<file path="src/rtl/muldiv_unit.sv">
// Iterative multiply/divide unit for the execute stage.
// Owns the HI/LO registers. MULT/MULTU use a shift-add multiplier and
// DIV/DIVU use a restoring divider, one bit per cycle. A final FIX cycle
// applies sign correction and commits HI/LO. mthi/mtlo write HI/LO
// directly while the unit is idle.
module muldiv_unit #(
    parameter int WIDTH = 32
) (
    input  logic             clk,
    input  logic             reset,
    input  logic             startE,
    input  logic [1:0]       mdopE,
    input  logic             flushE,
    input  logic [WIDTH-1:0] srcaE,
    input  logic [WIDTH-1:0] srcbE,
    input  logic             hiwriteE,
    input  logic             lowriteE,
    output logic [WIDTH-1:0] hiE,
    output logic [WIDTH-1:0] loE,
    output logic             busyE,
    output logic             doneE
);

    localparam int CW = (WIDTH > 1) ? $clog2(WIDTH) : 1;

    typedef enum logic [1:0] {
        IDLE = 2'd0,
        RUN  = 2'd1,
        FIX  = 2'd2
    } state_t;

    state_t             state_q, state_d;
    logic [CW-1:0]      count_q, count_d;
    logic [2*WIDTH-1:0] acc_q, acc_d;
    logic [WIDTH-1:0]   b_q, b_d;
    logic [WIDTH-1:0]   raw_a_q, raw_a_d;
    logic [WIDTH-1:0]   hi_q, hi_d;
    logic [WIDTH-1:0]   lo_q, lo_d;
    logic               is_div_q, is_div_d;
    logic               sign_ab_q, sign_ab_d;
    logic               sign_a_q, sign_a_d;
    logic               div_zero_q, div_zero_d;

    // Operand magnitudes and signs for the op being launched.
    logic               op_signed;
    logic               sa, sb;
    logic [WIDTH-1:0]   abs_a, abs_b;

    // One multiply step: add the multiplicand into the upper half when the
    // current multiplier bit is set, then shift the whole accumulator right.
    logic [WIDTH:0]     mul_upper;
    logic [2*WIDTH-1:0] mul_next;

    // One restoring-divide step: shift the remainder/quotient pair left and
    // try to subtract the divisor from the partial remainder.
    logic [WIDTH:0]     div_shifted;
    logic [WIDTH:0]     div_trial;
    logic               div_ok;
    logic [2*WIDTH-1:0] div_next;

    // Sign-corrected results presented in the FIX cycle.
    logic [2*WIDTH-1:0] prod_fixed;
    logic [WIDTH-1:0]   quot_fixed;
    logic [WIDTH-1:0]   rem_fixed;

    // Magnitude extraction for signed ops; unsigned ops pass through raw.
    always_comb begin
        op_signed = ~mdopE[0];
        sa        = op_signed & srcaE[WIDTH-1];
        sb        = op_signed & srcbE[WIDTH-1];
        abs_a     = sa ? (~srcaE + 1'b1) : srcaE;
        abs_b     = sb ? (~srcbE + 1'b1) : srcbE;
    end

    // Datapath for a single multiply or divide iteration.
    always_comb begin
        mul_upper   = {1'b0, acc_q[2*WIDTH-1:WIDTH]} +
                      (acc_q[0] ? {1'b0, raw_a_q} : {(WIDTH+1){1'b0}});
        mul_next    = {mul_upper, acc_q[WIDTH-1:1]};
        div_shifted = {acc_q[2*WIDTH-1:WIDTH], acc_q[WIDTH-1]};
        div_trial   = div_shifted - {1'b0, b_q};
        div_ok      = ~div_trial[WIDTH];
        div_next    = {(div_ok ? div_trial[WIDTH-1:0] : div_shifted[WIDTH-1:0]),
                       acc_q[WIDTH-2:0], div_ok};
    end

    // Two's-complement sign correction of the finished magnitude result.
    always_comb begin
        prod_fixed = sign_ab_q ? (~acc_q + 1'b1) : acc_q;
        quot_fixed = sign_ab_q ? (~acc_q[WIDTH-1:0] + 1'b1) : acc_q[WIDTH-1:0];
        rem_fixed  = sign_a_q ? (~acc_q[2*WIDTH-1:WIDTH] + 1'b1)
                              : acc_q[2*WIDTH-1:WIDTH];
    end

    // Next-state logic: launch in IDLE, iterate in RUN, commit in FIX.
    // In the multiplier the magnitude of the multiplicand is kept in raw_a_q;
    // for divides raw_a_q holds the original dividend for the divide-by-zero
    // result.
    always_comb begin
        state_d    = state_q;
        count_d    = count_q;
        acc_d      = acc_q;
        b_d        = b_q;
        raw_a_d    = raw_a_q;
        hi_d       = hi_q;
        lo_d       = lo_q;
        is_div_d   = is_div_q;
        sign_ab_d  = sign_ab_q;
        sign_a_d   = sign_a_q;
        div_zero_d = div_zero_q;

        unique case (state_q)
            IDLE: begin
                if (!flushE) begin
                    if (hiwriteE) begin
                        hi_d = srcaE;
                    end
                    if (lowriteE) begin
                        lo_d = srcaE;
                    end
                    if (startE) begin
                        state_d    = RUN;
                        count_d    = '0;
                        is_div_d   = mdopE[1];
                        sign_ab_d  = sa ^ sb;
                        sign_a_d   = sa;
                        div_zero_d = (srcbE == '0);
                        b_d        = abs_b;
                        if (mdopE[1]) begin
                            raw_a_d = srcaE;
                            acc_d   = {{WIDTH{1'b0}}, abs_a};
                        end else begin
                            raw_a_d = abs_a;
                            acc_d   = {{WIDTH{1'b0}}, abs_b};
                        end
                    end
                end
            end
            RUN: begin
                acc_d   = is_div_q ? div_next : mul_next;
                count_d = count_q + 1'b1;
                if (count_q == CW'(WIDTH-1)) begin
                    state_d = FIX;
                end
            end
            FIX: begin
                state_d = IDLE;
                count_d = '0;
                if (!is_div_q) begin
                    hi_d = prod_fixed[2*WIDTH-1:WIDTH];
                    lo_d = prod_fixed[WIDTH-1:0];
                end else if (div_zero_q) begin
                    hi_d = raw_a_q;
                    lo_d = {WIDTH{1'b1}};
                end else begin
                    hi_d = rem_fixed;
                    lo_d = quot_fixed;
                end
            end
            default: begin
                state_d = IDLE;
            end
        endcase
    end

    // State register with synchronous reset; reset aborts any op and clears HI/LO.
    always_ff @(posedge clk) begin
        if (reset) begin
            state_q    <= IDLE;
            count_q    <= '0;
            acc_q      <= '0;
            b_q        <= '0;
            raw_a_q    <= '0;
            hi_q       <= '0;
            lo_q       <= '0;
            is_div_q   <= 1'b0;
            sign_ab_q  <= 1'b0;
            sign_a_q   <= 1'b0;
            div_zero_q <= 1'b0;
        end else begin
            state_q    <= state_d;
            count_q    <= count_d;
            acc_q      <= acc_d;
            b_q        <= b_d;
            raw_a_q    <= raw_a_d;
            hi_q       <= hi_d;
            lo_q       <= lo_d;
            is_div_q   <= is_div_d;
            sign_ab_q  <= sign_ab_d;
            sign_a_q   <= sign_a_d;
            div_zero_q <= div_zero_d;
        end
    end

    assign hiE   = hi_q;
    assign loE   = lo_q;
    assign busyE = (state_q != IDLE);
    assign doneE = (state_q == FIX);

endmodule
</file>
<file path="config.mk">
export PLATFORM = sky130hd
export DESIGN_NAME = muldiv_unit
export DESIGN_NICKNAME = d
export VERILOG_FILES = /design/src/rtl/muldiv_unit.sv
export SDC_FILE = /design/constraint.sdc
export NUM_CORES = 1
export LEC_CHECK = 0
export BUFFER_PORTS_ARGS = -buffer_cell sky130_fd_sc_hd__buf_2
export CAP_MARGIN = 10
export CORE_ASPECT_RATIO = 1.1
export CORE_MARGIN = 2
export CORE_UTILIZATION = 34
export DETAILED_ROUTE_END_ITERATION = 8
export HOLD_SLACK_MARGIN = 0.06
export SETUP_SLACK_MARGIN = 0.02
export SYNTH_ARGS = -nofsm -noshare
export SYNTH_HDL_FRONTEND = slang
export SYNTH_SLANG_ARGS = --single-unit
</file>
<file path="constraint.sdc">
create_clock -name clk -period 8.44 [get_ports clk]
set_input_delay 1.688 -clock clk [delete_from_list [all_inputs] [get_ports clk]]
set_output_delay 1.688 -clock clk [all_outputs]
set_load 0.01 [all_outputs]
</file>
# Word-level counts from Yosys, hierarchy flattened
# Index checks and enable logic that the tools add are counted.
# totals
register_bits	203
out_inout_bits	66
inputBits	72
# classes
bitwise	11
n_reduce_logical	12
n_mux	30
n_eq_ne	8
n_addsub	8
# ops
op	count
32-bit two-way mux	16
64-bit two-way mux	4
32-bit by 1-bit adder with 32-bit output (second input constant)	4
32-bit inverter	4
32-bit one-hot mux with 2 select lines	2
64-bit one-hot mux with 2 select lines	1
64-bit by 1-bit adder with 64-bit output (second input constant)	1
64-bit inverter	1
32-bit by 32-bit adder with 33-bit output	1
33-bit by 32-bit subtractor with 33-bit output	1
32-bit logical NOT	1
3-bit AND reduction	6
5-bit one-hot mux with 3 select lines	1
5-bit two-way mux	2
2-bit != test (second input constant)	5
2-bit two-way mux	3
2-bit nonzero test	3
5-bit by 1-bit adder with 5-bit output (second input constant)	1
5-bit equality test (second input constant)	1
2-bit one-hot mux with 2 select lines	1
1-bit inverter	3
3-bit nonzero test	1
1-bit AND	2
2-bit by 1-bit equality test with 1-bit output (second input constant)	1
other kinds (3)	3

# Longest topological paths before layout
# depth
word_depth	7
depth_mapped	15

# Worst setup path before layout
# Ideal clock, no wire load.
# synth_timing
path_type	input to register
from	input port srcaE[3]
to	register acc_q[29]
setup_time_ns	0.122
t_required_ns	8.318
arrival_time_ns	3.870
path_slack_ns	4.448
path_buffers	1
cell_stages	10
path_cell_list	clkbuf_1 -> nor4_1 -> and2_1 -> nand3_1 -> or3_1 -> o31ai_1 -> xor2_1 -> nand2_1 -> o211ai_1 -> a21oi_1
# synth_via
elab_chain_cells	7
# synth_rtl
item	line_no	text
start, declared	14	input logic [WIDTH-1:0] srcaE,
32-bit inverter	71	abs_a = sa ? (~srcaE + 1'b1) : srcaE;
32-bit by 1-bit adder with 32-bit output	71	
32-bit two-way mux	71	
32-bit two-way mux	129	if (mdopE[1]) begin
64-bit two-way mux	121	if (startE) begin
64-bit two-way mux	114	if (!flushE) begin
64-bit one-hot mux with 2 select lines	112	unique case (state_q)
end signal, assigned	171	acc_q <= '0;
end signal, assigned	183	acc_q <= acc_d;
end, declared	34	logic [2*WIDTH-1:0] acc_q, acc_d;
# Every way passes these cells. The select of a mux whose other input is x is not followed.
# A chain may end at the register's enable or synchronous reset.

# Worst setup path after layout
# layout_timing
from	register acc_q[10]
to	register hi_q[26], in the netlist hiE[26]
# layout_via
elab_chain_cells	5
# layout_rtl
item	line_no	text
64-bit inverter	89	prod_fixed = sign_ab_q ? (~acc_q + 1'b1) : acc_q;
64-bit by 1-bit adder with 64-bit output	89	
64-bit two-way mux	89	
32-bit two-way mux	149	if (!is_div_q) begin
32-bit one-hot mux with 2 select lines	112	
end signal, assigned	186	hi_q <= hi_d;
end, declared	37	logic [WIDTH-1:0] hi_q, hi_d;
# Every way passes these cells.

==> impl_metrics.env <==
export IMPL_outcome="finished clean"
export IMPL_cts_buffer_depth=3
export IMPL_tightest_slew_ps=1180
export IMPL_finalMaxSlewViolations=0
export IMPL_cts_buffers=23
export IMPL_drt_total_wl_mm=71.3
export IMPL_hpwl_mm=54.5
export IMPL_hold_ws_ps=451
export IMPL_io_pins=138
export IMPL_antenna_found_initial=2
export IMPL_crit_required_ps=8880
export IMPL_worst_ep_arrival_time_ps=4700
export IMPL_path_class="register to register"
export IMPL_start_util_pct=34.3
export IMPL_cts_resized_gates=0
export IMPL_drv_cap=0
export IMPL_slew_headroom_pct=20.9
export IMPL_grt_max_degree=91
export IMPL_vdd_drop_max_uv=124
export IMPL_endpoint_kind="register"
export IMPL_avgSynthCellArea_sq_um=7.35
export IMPL_fillers=5203
export IMPL_hold_violations=0
export IMPL_root_buffer="clkbuf_16"
export IMPL_drtIter0Drc=1527
export IMPL_max_freq_ghz=0.235
export IMPL_drt_pass1_iter_count=6
export IMPL_setup_viol=0
export IMPL_fin_crit_ps=4260
export IMPL_dieHeight_microns=237
export IMPL_synth_area_sq_mm=0.0167
export IMPL_path_cells="or4_4 -> or3_1 -> nor4_2 -> nand3_1 -> o21a_1 -> xnor2_1 -> mux2i_1 -> a21oi_1 -> nor3_1"
export IMPL_cts_hold_fix_buffers=0
export IMPL_final_nets=2420
export IMPL_drc=0
export IMPL_cts_max_level=1
export IMPL_synthDistinctLibCells=80
export IMPL_layout_commonest_cell="nor2_1"
export IMPL_synthFlopType="dfxtp_1"
export IMPL_grt_overflow=0
export IMPL_setup_tns_ps=0
export IMPL_cp_top_family="simple AND/OR/NAND/NOR gates"
export IMPL_via_per_inst=5.98
export IMPL_path_max_fanout=12
export IMPL_core_area_sq_mm=0.0488
export IMPL_post_cts_setup_buffers=0
export IMPL_cts_num_sinks=203
export IMPL_cts_clk_slew_worst_paths_ps=60
export IMPL_power_leakage_nw=7.22
export IMPL_slowest_stage="nand3_1"
export IMPL_syn_nets=2419
export IMPL_place_congestion=0.976
export IMPL_rsz0062_at_grt="false"
export IMPL_area_growth_pct=10.2
export IMPL_antenna_left=0
export IMPL_skew_ps=8.95
export IMPL_clkLatencyLatePin_ps=540
export IMPL_power_density_mw_per_mm2=148
export IMPL_drive_gt1_share_pct=10.4
export IMPL_ys_seq_elements=203
export IMPL_grt_pass1_vias=16800
export IMPL_synthArstFlopShare_pct=0
export IMPL_dieArea_sq_mm=0.0510
export IMPL_cpPeakStageDelay_ps=720
export IMPL_place_port_buffers=137
export IMPL_setup_worst_path_start_class="register"
export IMPL_critical_path_buf_inv_count=0
export IMPL_cts_tree="yes"
export IMPL_hp_class="register to register"
export IMPL_grtUsageTotal_pct=27.0
export IMPL_seq_area_frac_synth_pct=24.3
export IMPL_mostFrequentLayoutCells="nor2_1 (227), nand2_1 (226), dfxtp_1 (201), a21oi_1 (173), o21ai_0 (150)"
export IMPL_layout_worst_path_cycle_share_pct=50.4
export IMPL_vias=17600
export IMPL_synth_cells=2275
export IMPL_grt_pass1_wl_mm=105
export IMPL_synth_edff_count=0
export IMPL_ys_warn_count=0
export IMPL_rows=85
export IMPL_detail_route_wl_per_cell_microns=24.2
export IMPL_die_w_microns=216
==> power breakdown <==
group / total, mW / switching, mW / leakage [nW] / internal [mW]
clock network: 0.967 / 0.429 / 0.332 / 0.538
logic: 0.675 / 0.439 / 5.23 / 0.236
registers: 1.09 / 0.0770 / 1.66 / 1.02
==> worst paths after layout <==
check	from	to	slack, ps	cells past startpoint
setup / recovery	acc_q[10]	hiE[26]	4180	9
hold / removal	loE[26]	loE[26]	450	2
setup reg to reg	acc_q[10]	hiE[26]	4180	9
hold reg to reg	loE[26]	loE[26]	450	2
==> layout make-up <==
cell class / instances / area (sq um) / area share (%)
repair buffers: 168 / 922 / 5.00
clock inverters: 8 / 70.1 / 0.380
multi-input cells: 1807 / 11700 / 63.3
clock buffers: 30 / 612 / 3.32
well taps: 652 / 816 / 4.42
flip-flops and latches: 203 / 4070 / 22.1
diodes: 1 / 2.50 / 0.0136
inverters: 73 / 274 / 1.49
==> metrics by stage <==
step / instances / total power [mW] / area (sq um) / util, % / setup slack, ps
after floorplan: 2275 / 1.52 / 16700 / - / 4450
after detailed placement: 2901 / 1.77 / 17700 / 36.3 / 4050
final: 2942 / 2.73 / 18400 / 37.8 / 4180
after CTS: 2939 / 2.73 / 18400 / 37.7 / 4250
after global routing: 2942 / 2.83 / 18400 / 37.8 / 3980
after global placement: 2901 / 1.76 / 17700 / 36.3 / 4090
==> per-layer routing <==
| layer | vias up | GRT usage [%] | routed length (microns) |
|---|---|---|---|
| met3 | 189 | 2.18 | 3490 |
| met5 | - | 0 | 0 |
| li1 | 8226 | - | - |
| met4 | 0 | 16.2 | 4740 |
| met2 | 653 | 46.6 | 34500 |
| met1 | 8517 | 32.6 | 28700 |
==> synthesized netlist by cell type (35+ instances only) <==
cell / instances / area, sq um
o21ai_0: 150 / 751
xor2_1: 83 / 727
o221ai_1: 35 / 307
inv_1: 70 / 263
xnor2_1: 127 / 1110
clkbuf_1: 168 / 631
dfxtp_1: 203 / 4060
or3_1: 46 / 288
a21oi_1: 173 / 866
mux2i_1: 58 / 581
a211oi_1: 82 / 616
ha_1: 70 / 876
and2_1: 39 / 244
nand2_1: 226 / 848
o211ai_1: 35 / 263
nor2_1: 232 / 871
==> cells by family after synthesis <==
| logic type | Yosys count | share of synthesized area, % |
|---|---|---|
| compound gates | 729 | 28.8 |
| xor+xnor | 210 | 11.0 |
| fa+ha+maj | 72 | 5.47 |
| buf+inv | 265 | 6.06 |
| flops | 203 | 24.3 |
| mux | 64 | 3.87 |
| simple gates | 732 | 20.5 |
==> flip-flops by register name, indices dropped and copies added, names as in the netlist <==
register and flops:
sign_ab_q 1, raw_a_q 32, state_q 2, sign_a_q 1, acc_q 64, is_div_q 1, loE 32, hiE 32
div_zero_q 1, count_q 5, b_q 32
==> worst min-delay path: cells and delay by family, from the launching register on <==
family / cells / cell delay [ps]
flops: 1 / 300
simple gates: 1 / 50
compound gates: 1 / 50
Power figures use the tool's default switching activity.
